**src/rtl/cla_pkg.sv**
```systemverilog
// cla_pkg: shared constants, group propagate/generate type and tree-sizing helpers for the lookahead adder.
package cla_pkg;
  localparam int CLA_GRP = 4;
  typedef struct packed {
    logic p;
    logic g;
  } pg_t;
  function automatic int clog4(input int w);
    int d;
    int x;
    d = 0;
    x = 1;
    while (x < w) begin
      x = x * CLA_GRP;
      d++;
    end
    return d;
  endfunction
  function automatic int cells_at(input int w, input int lvl);
    int span;
    span = 1;
    for (int i = 0; i <= lvl; i++) span = span * CLA_GRP;
    return (w + span - 1) / span;
  endfunction
endpackage

```
**src/rtl/cla_lookahead4.sv**
```systemverilog
// cla_lookahead4: 4-bit carry-lookahead cell producing internal carries and group propagate/generate.
module cla_lookahead4
  import cla_pkg::*;
(
  input  logic [3:0] g,
  input  logic [3:0] p,
  input  logic       ci,
  output logic [3:0] c,
  output logic       grp_p,
  output logic       grp_g
);
  pg_t grp;
  always_comb begin
    grp.p = &p;
    grp.g = g[3] | (p[3] & g[2]) | (&p[3:2] & g[1]) | (&p[3:1] & g[0]);
    c[0]  = g[0] | (p[0] & ci);
    c[1]  = g[1] | (p[1] & g[0]) | (&p[1:0] & ci);
    c[2]  = g[2] | (p[2] & g[1]) | (&p[2:1] & g[0]) | (&p[2:0] & ci);
    c[3]  = grp.g | (grp.p & ci);
  end
  assign grp_p = grp.p;
  assign grp_g = grp.g;
endmodule

```
**src/rtl/cla_adder_pipe.sv**
```systemverilog
// cla_adder_pipe: two-stage pipelined carry-lookahead adder/subtractor with flags, tag and valid/ready flow control.
module cla_adder_pipe
  import cla_pkg::*;
#(
  parameter int WIDTH = 32,
  parameter int TAG_W = 4
) (
  input  logic             clk,
  input  logic             rst,
  input  logic             in_valid,
  output logic             in_ready,
  input  logic [WIDTH-1:0] in_a,
  input  logic [WIDTH-1:0] in_b,
  input  logic             in_cin,
  input  logic             in_sub,
  input  logic [TAG_W-1:0] in_tag,
  output logic             out_valid,
  input  logic             out_ready,
  output logic [WIDTH-1:0] out_sum,
  output logic             out_cout,
  output logic             out_ovf,
  output logic             out_zero,
  output logic [TAG_W-1:0] out_tag
);
  localparam int DEPTH = clog4(WIDTH);

  if ((WIDTH != 4 && WIDTH != 8 && WIDTH != 16 && WIDTH != 32 && WIDTH != 64) || TAG_W < 1) begin : g_bad_param
    $error("cla_adder_pipe: WIDTH must be 4/8/16/32/64 and TAG_W >= 1");
  end

  logic             s1_v_q, s1_v_d, s2_v_q, s2_v_d;
  logic [WIDTH-1:0] s1_a_q, s1_a_d, s1_b_q, s1_b_d, s2_sum_q, s2_sum_d;
  logic             s1_c0_q, s1_c0_d, s2_cout_q, s2_cout_d, s2_ovf_q, s2_ovf_d, s2_zero_q, s2_zero_d;
  logic [TAG_W-1:0] s1_tag_q, s1_tag_d, s2_tag_q, s2_tag_d;
  logic             s1_en, s2_en, accept, load;
  logic [WIDTH-1:0] bit_p, bit_g, sum;
  logic [WIDTH:0]   carry;

  assign bit_p = s1_a_q ^ s1_b_q;
  assign bit_g = s1_a_q & s1_b_q;

  // Level 0 groups bits; each higher level groups the P/G of the level below, padded with kill (p=0,g=0).
  for (genvar l = 0; l < DEPTH; l++) begin : g_lvl
    localparam int N  = cells_at(WIDTH, l);
    localparam int W4 = CLA_GRP * N;
    logic [W4-1:0] pi, gi, cc;
    logic [W4:0]   ci;
    logic [N-1:0]  gp, gg;
    logic          unused_lvl;
    if (l == 0) begin : g_leaf
      assign pi = bit_p;
      assign gi = bit_g;
    end else begin : g_node
      assign pi = W4'(g_lvl[l-1].gp);
      assign gi = W4'(g_lvl[l-1].gg);
    end
    for (genvar k = 0; k < N; k++) begin : g_cell
      cla_lookahead4 u_cell (
        .g    (gi[4*k +: 4]),
        .p    (pi[4*k +: 4]),
        .ci   (ci[4*k]),
        .c    (cc[4*k +: 4]),
        .grp_p(gp[k]),
        .grp_g(gg[k])
      );
      assign ci[4*k+1 +: 3] = cc[4*k +: 3];
    end
    for (genvar k = 0; k <= N; k++) begin : g_cin
      if (l == DEPTH - 1) begin : g_top
        if (k == 0) begin : g_c0
          assign ci[0] = s1_c0_q;
        end else begin : g_co
          assign ci[4*k] = cc[4*k-1];
        end
      end else begin : g_down
        assign ci[4*k] = g_lvl[l+1].ci[k];
      end
    end
    assign unused_lvl = ^{cc, gp, gg, ci};
  end

  assign carry = g_lvl[0].ci;
  assign sum   = bit_p ^ carry[WIDTH-1:0];

  always_comb begin
    s2_en     = out_ready | ~s2_v_q;
    s1_en     = s2_en | ~s1_v_q;
    accept    = in_valid & s1_en;
    load      = s2_en & s1_v_q;
    s1_v_d    = s1_en ? in_valid : s1_v_q;
    s1_a_d    = accept ? in_a : s1_a_q;
    s1_b_d    = accept ? in_b ^ {WIDTH{in_sub}} : s1_b_q;
    s1_c0_d   = accept ? in_cin ^ in_sub : s1_c0_q;
    s1_tag_d  = accept ? in_tag : s1_tag_q;
    s2_v_d    = s2_en ? s1_v_q : s2_v_q;
    s2_sum_d  = load ? sum : s2_sum_q;
    s2_cout_d = load ? carry[WIDTH] : s2_cout_q;
    s2_ovf_d  = load ? carry[WIDTH] ^ carry[WIDTH-1] : s2_ovf_q;
    s2_zero_d = load ? ~|sum : s2_zero_q;
    s2_tag_d  = load ? s1_tag_q : s2_tag_q;
  end

  always_ff @(posedge clk) begin
    if (rst) begin
      s1_v_q    <= 1'b0;
      s1_a_q    <= '0;
      s1_b_q    <= '0;
      s1_c0_q   <= 1'b0;
      s1_tag_q  <= '0;
      s2_v_q    <= 1'b0;
      s2_sum_q  <= '0;
      s2_cout_q <= 1'b0;
      s2_ovf_q  <= 1'b0;
      s2_zero_q <= 1'b0;
      s2_tag_q  <= '0;
    end else begin
      s1_v_q    <= s1_v_d;
      s1_a_q    <= s1_a_d;
      s1_b_q    <= s1_b_d;
      s1_c0_q   <= s1_c0_d;
      s1_tag_q  <= s1_tag_d;
      s2_v_q    <= s2_v_d;
      s2_sum_q  <= s2_sum_d;
      s2_cout_q <= s2_cout_d;
      s2_ovf_q  <= s2_ovf_d;
      s2_zero_q <= s2_zero_d;
      s2_tag_q  <= s2_tag_d;
    end
  end

  assign in_ready  = s1_en;
  assign out_valid = s2_v_q;
  assign out_sum   = s2_sum_q;
  assign out_cout  = s2_cout_q;
  assign out_ovf   = s2_ovf_q;
  assign out_zero  = s2_zero_q;
  assign out_tag   = s2_tag_q;
endmodule
```
**config.mk**
```make
export PLATFORM = sky130hd
export DESIGN_NAME = cla_adder_pipe
export DESIGN_NICKNAME = d
export VERILOG_FILES = /design/src/rtl/cla_pkg.sv /design/src/rtl/cla_lookahead4.sv /design/src/rtl/cla_adder_pipe.sv
export SDC_FILE = /design/constraint.sdc
export NUM_CORES = 1
export LEC_CHECK = 0
export BUFFER_PORTS_ARGS = -buffer_cell sky130_fd_sc_hd__buf_4
export CAP_MARGIN = 10
export CORE_UTILIZATION = 45
export CTS_CLUSTER_SIZE = 12
export DETAILED_ROUTE_END_ITERATION = 10
export PLACE_DENSITY = 0.68
export SYNTH_ARGS = -nofsm -noshare
export SYNTH_HDL_FRONTEND = slang
export SYNTH_SLANG_ARGS = --single-unit
```
**constraint.sdc**
```tcl
create_clock -name clk -period 7.4 [get_ports clk]
set_input_delay 0.37 -clock clk [delete_from_list [all_inputs] [get_ports clk]]
set_output_delay 0.37 -clock clk [all_outputs]
set_load 0.01 [all_outputs]
```
Word-level counts from Yosys, hierarchy flattened --
Index checks and enable logic that the tools add are counted.
Storage, ports and cells: logic and storage cells 272, register bits 110, input bits 74
Operators by class: bitwise logic cells 198, reduce and logical (&&, ||, !) cells 63
Operator list (number):
- XOR 32 bit | 3
- AND 1 bit | 95
- OR 1 bit | 95
- AND reduction 12 bit | 4
- AND reduction 2 bit | 24
- AND reduction 3 bit | 16
- AND reduction 8 bit | 6
- AND 32 bit | 1
- AND reduction 16 bit | 2
- AND reduction 32 bit | 1
- AND reduction 4 bit | 8
- OR reduction 32 bit | 1
- inverter 1 bit | 2
- XOR 1 bit | 2
- zero test 1 bit | 1

Longest topological paths before layout --
word-level depth 17, gate-level depth with buffers 17, mapped depth without buffers 17

Cells and area by module --
Synthesis repeated with hierarchy kept, for this count alone.
Unflattened totals: cells, all modules 659, area, all modules 5775.5 um^2
Modules (own cells, without submodules):
- cla_adder_pipe | cells an instance 527, area an instance 4977.3 um^2, times used 1, sequential area each 2202.1 um^2
- cla_lookahead4 | cells an instance 12, area an instance 72.6 um^2, times used 11, sequential area each 0.0 um^2

Worst setup path after synthesis --
No wires, ideal clock.
kind register to register, start point register s1_a_q[21], end point register s2_zero_q (netlist: out_zero), path slack 3.868 ns, period minus slack after synthesis 3.532 ns, arrival 3.448 ns, cell stages (with the launch flop) 18, buffers on the path 0, cells stage by stage dfxtp_1 ha_1 a21o_1 a31oi_1 a21boi_0 o21ai_0 nor3_1 o21bai_1 fa_1 xor2_1 nor2_1 nand3_1 nor3_1 nand4_1 nor3_1 nand4b_1 or4_1 o31ai_2
Between the ends: cells in the longest elaborated chain, start to end 13, elaborated cells on any way between the ends 49, those cells by class 39 x bitwise; 10 x reduce/logical
Ends and longest elaborated chain:
- start, declared | RTL line cla_adder_pipe.sv:32 | logic [WIDTH-1:0] s1_a_q, s1_a_d, s1_b_q, s1_b_d, s2_sum_q, s2_sum_d;
- start signal, assigned | RTL line cla_adder_pipe.sv:106 | s1_a_q <= '0;
- start signal, assigned | RTL line cla_adder_pipe.sv:118 | s1_a_q <= s1_a_d;
- XOR 32 bit or AND 32 bit (tied branches) | RTL line cla_adder_pipe.sv:39, cla_adder_pipe.sv:40
- AND reduction 3 bit or AND 1 bit (tied branches) | RTL line cla_lookahead4.sv:15 | grp.g = g[3] | (p[3] & g[2]) | (&p[3:2] & g[1]) | (&p[3:1] & g[0]);
- AND 1 bit or OR 1 bit (tied branches) | RTL line cla_lookahead4.sv:15
- OR 1 bit | RTL line cla_lookahead4.sv:15
- AND 1 bit | RTL line cla_lookahead4.sv:18 | c[2] = g[2] | (p[2] & g[1]) | (&p[2:1] & g[0]) | (&p[2:0] & ci);
- OR 1 bit (3 in series) | RTL line cla_lookahead4.sv:18
- AND 1 bit, on equally long branches | RTL line cla_lookahead4.sv:16, cla_lookahead4.sv:17, cla_lookahead4.sv:18
- OR 1 bit, on equally long branches | RTL line cla_lookahead4.sv:16, cla_lookahead4.sv:17, cla_lookahead4.sv:18
- XOR 32 bit (*) | RTL line cla_adder_pipe.sv:83 | assign sum = bit_p ^ carry[WIDTH-1:0];
- OR reduction 32 bit (*) | RTL line cla_adder_pipe.sv:99 | s2_zero_d = load ? ~|sum : s2_zero_q;
- zero test 1 bit (*) | RTL line cla_adder_pipe.sv:99
- end signal, assigned | RTL line cla_adder_pipe.sv:126 | s2_zero_q <= s2_zero_d;
- end, declared | RTL line cla_adder_pipe.sv:33 | logic s1_c0_q, s1_c0_d, s2_cout_q, s2_cout_d, s2_ovf_q, s2_ovf_d, s2_zero_q, s2_zero_d;
Mark *: on every way between the ends. The rest lies on a longest branch, timed or not. A chain may end at the register's enable or synchronous reset.

Final worst setup path --
Ends and elaborated chain as after synthesis.

==> results by group <==
Timing
  – Clock Skew: 0.00739 ns
  – Setup TNS: 0 ns
  – RSZ-0062 raised after global routing: false
  – Highest clock rate: 0.243 GHz
  – Clock period minus worst slack: 4.11 ns
  – Final setup fails: 0
  – Min setup slack post-route: 3.29 ns
  – Fin. Hold Viols: 0
  – Slew headroom: 0.250
  – Least-Margin Pin Slew: 1.13 ns
  – Crit share post-route: 0.556
  – Final Max Tran Viols: 0

Die
  – Die Height: 112 um
  – Core Footprint: around 12000 sq um
  – Die area: 12600 sq um
  – Initial Util: 0.471
  – Die X: 112 um
  – Io pins: between 100 and 150
  – Row cnt: 39

Run status
  – Violated checks: design-rule violations
  – Status: complete, but fails checks

Synthesis
  – Syn_area_per_cell: 8.37 sq um
  – Synth warn: 0
  – Yosys cell types: 50
  – Post-Syn Area: between 5000 and 6000 sq um
  – Synth Register Bits: 110
  – Area leader, netlist: dfxtp_1
  – Ranking of synthesized cells by area: dfxtp_1 (40%), nand2_1 (8.8%), xnor2_1 (7.7%)
  – Post-synth top area share: 0.402
  – Sequential-to-total area share from yosys stat: 0.402
  – Most numerous cell in the Yosys netlist: nand2_1
  – Prevailing post-synth register cell: dfxtp_1
  – Syn Inst Count: between 600 and 700
  – Async set-reset flop share out of synthesis: 0
  – Syn Nets: 768
  – Number of synthesized flops with an enable pin: 0
  – Synth cell count leaders: nand2_1 (129), dfxtp_1 (110), a21oi_1 (80), nor2_1 (72), xnor2_1 (48)

Clock tree
  – # Post-CTS Setup Buffers: 0
  – Clock buffer count from CTS: 9
  – Max clock buf depth: 2
  – # H-tree levels: 3
  – Clock Sinks: 110
  – Clock Latency Late Sink: between 0.3 and 0.4 ns
  – Clock root buffer: clkbuf_16
  – Hold_buf cts: 0
  – Clk slew on worst S/H paths: 0.07 ns
  – CTS tree: done
  – Resized cells post-CTS: 0

Power and ir drop
  – Pleak: 2.87 nW
  – Worst ir drop on vdd: 96.9 uV
  – Pwr per Cell Area: around 220 nW/um^2

Worst setup path
  – Crit-path max FO: 5
  – Worst Setup Start Kind: flip-flop
  – WP buf/inv: 0
  – Setup slack, reg-to-reg: 3.29 ns
  – WP data required: around 7.7 ns
  – Critical path cell sequence: ha_1, a21o_1, a31oi_1, a21boi_0, o21ai_0, nor3_1, o21bai_1, fa_1, xor2_1, nor2_1, nand3_1, nor3_1, nand4_1, nor3_1, nand4b_1, or4_1, o31ai_2
  – Most used cell along the critical path: nor3_1
  – Largest stage delay, worst path: 0.44 ns
  – Delay-heaviest family, CP: simple AND/OR/NAND/NOR gates
  – Worst Setup Path Type: flip-flop to flip-flop
  – Worst EP arrival: 4.38 ns
  – Slowest cell on the critical path: or4_1
  – CP endpoint kind: flip-flop

Drt
  – Vias: 4771
  – Drt total wl: 13200 um
  – DR pass1 iterations: 8
  – Final antenna-violating net count: 0
  – WL/cell: between 10 and 15 um
  – Residual DRC: 10
  – DRT iter0 DRCs: 296
  – Vias per cell: 5.34

GRT
  – Largest net degree at the start of global routing: between 100 and 150
  – First-pass GRT wire length: between 20000 and 25000 um
  – Gr ovfl total: 0
  – Vias in the first global route: about 4.5k
  – Initial antenna violation count: 0
  – GRT Total Usage: 0.215

Cells and area
  – Final Cell Area: 6720 sq um
  – Area Overhead vs Synth: 22.7%
  – Layout cell share with drive strength beyond 1: 0.197
  – Inserted Diodes: 0
  – Number of nets in the final layout: ~860

Job
  – Max Cap Violations: 0

Placement
  – Area after DPL: 6400 sq um
  – GPL Wtd Cong: 0.895
  – Port bufs: 114
  – Dpl ws: between 3 and 4 ns
  – DP HPWL: roughly 9700 um

Worst hold path
  – Hold crit path type: input port to flip-flop
==> power breakdown <==
| part | switching [mW] | internal, mW | total [mW] |
|---|---|---|---|
| Sequential | 0.0274 | 0.631 | 0.658 |
| Clock | 0.219 | 0.298 | 0.517 |
| Combinational | 0.148 | 0.123 | 0.271 |
| Total | 0.395 | 1.05 | 1.45 |
==> flip-flops by register name, summed over array words and instances, names as in the netlist <==
register,count
s1_b_q,32
out_tag,4
out_valid,1
out_sum,32
s1_a_q,32
s1_c0_q,1
s1_v_q,1
out_zero,1
s1_tag_q,4
out_ovf,1
out_cout,1
==> placed cells by master (no fill, tap or decap), types with 3 or more instances in the layout <==
master	instances
nand2_1	129
buf_4	118
dfxtp_1	110
a21oi_1	80
nor2_1	72
xnor2_1	48
a211oi_1	44
ha_1	32
nor3_1	10
clkbuf_16	9
a21o_1	8
fa_1	8
o21ai_0	7
xor2_1	7
inv_1	5
nand3_1	4
nand2b_1	4
nand4_1	4
a31oi_1	4
and3_1	3
nor2b_1	3
==> stage by stage <==
step / std cells / hold WS [ns] / power, mW / utilization
detailed placement: 877 / 0.448 / 0.941 / 0.551
global placement: 877 / 0.446 / 0.936 / 0.551
finish: 893 / 0.257 / 1.45 / 0.578
floorplan: 654 / 0.432 / 0.837 / -
global route: 893 / 0.275 / 1.51 / 0.578
CTS: 893 / 0.251 / 1.45 / 0.578
==> logic make-up (layout without fill, tap and decap cells) <==
family,count (synthesis),count (layout),share of synthesized area
flops,110,110,0.402
simple gates,243,243,0.187
compound gates,162,162,0.189
mux,1,1,0.00183
buf+inv,43,139,0.0295
fa+ha+maj,40,40,0.102
xor+xnor,55,55,0.0880
==> worst paths after layout <==
kind         cells after the start          to         from
max                             17    out_zero   s1_a_q[21]
min                              3      s1_v_q     in_valid
max reg2reg                     17    out_zero   s1_a_q[21]
min reg2reg                      2  out_tag[3]  s1_tag_q[3]
==> routing by layer <==
layer	vias up	share of wire	global-route usage
li1	2434	-	-
met1	2219	0.49	0.300
met2	109	0.46	0.338
met3	9	0.050	0.0340
met4	0	0.0077	0.0764
met5	-	0	0
==> area by class of cell <==
class                      count  area (sq um)
clock buffer                  11           233
fill                        1076          4900
tap                          143           179
timing repair buffer         118           886
clock inverter                 5          83.8
inverter                       5          18.8
multi-input combinational    501          3110
sequential                   110          2200
==> worst register-to-register path, delay by kind of cell, from the launching register on <==
family,cells,cell delay (ns)
compound gates,6,1.12
xor+xnor,1,0.18
fa+ha+maj,2,0.77
flops,1,0.33
simple gates,8,1.62
Note: power is estimated with default switching activity, not from simulation.
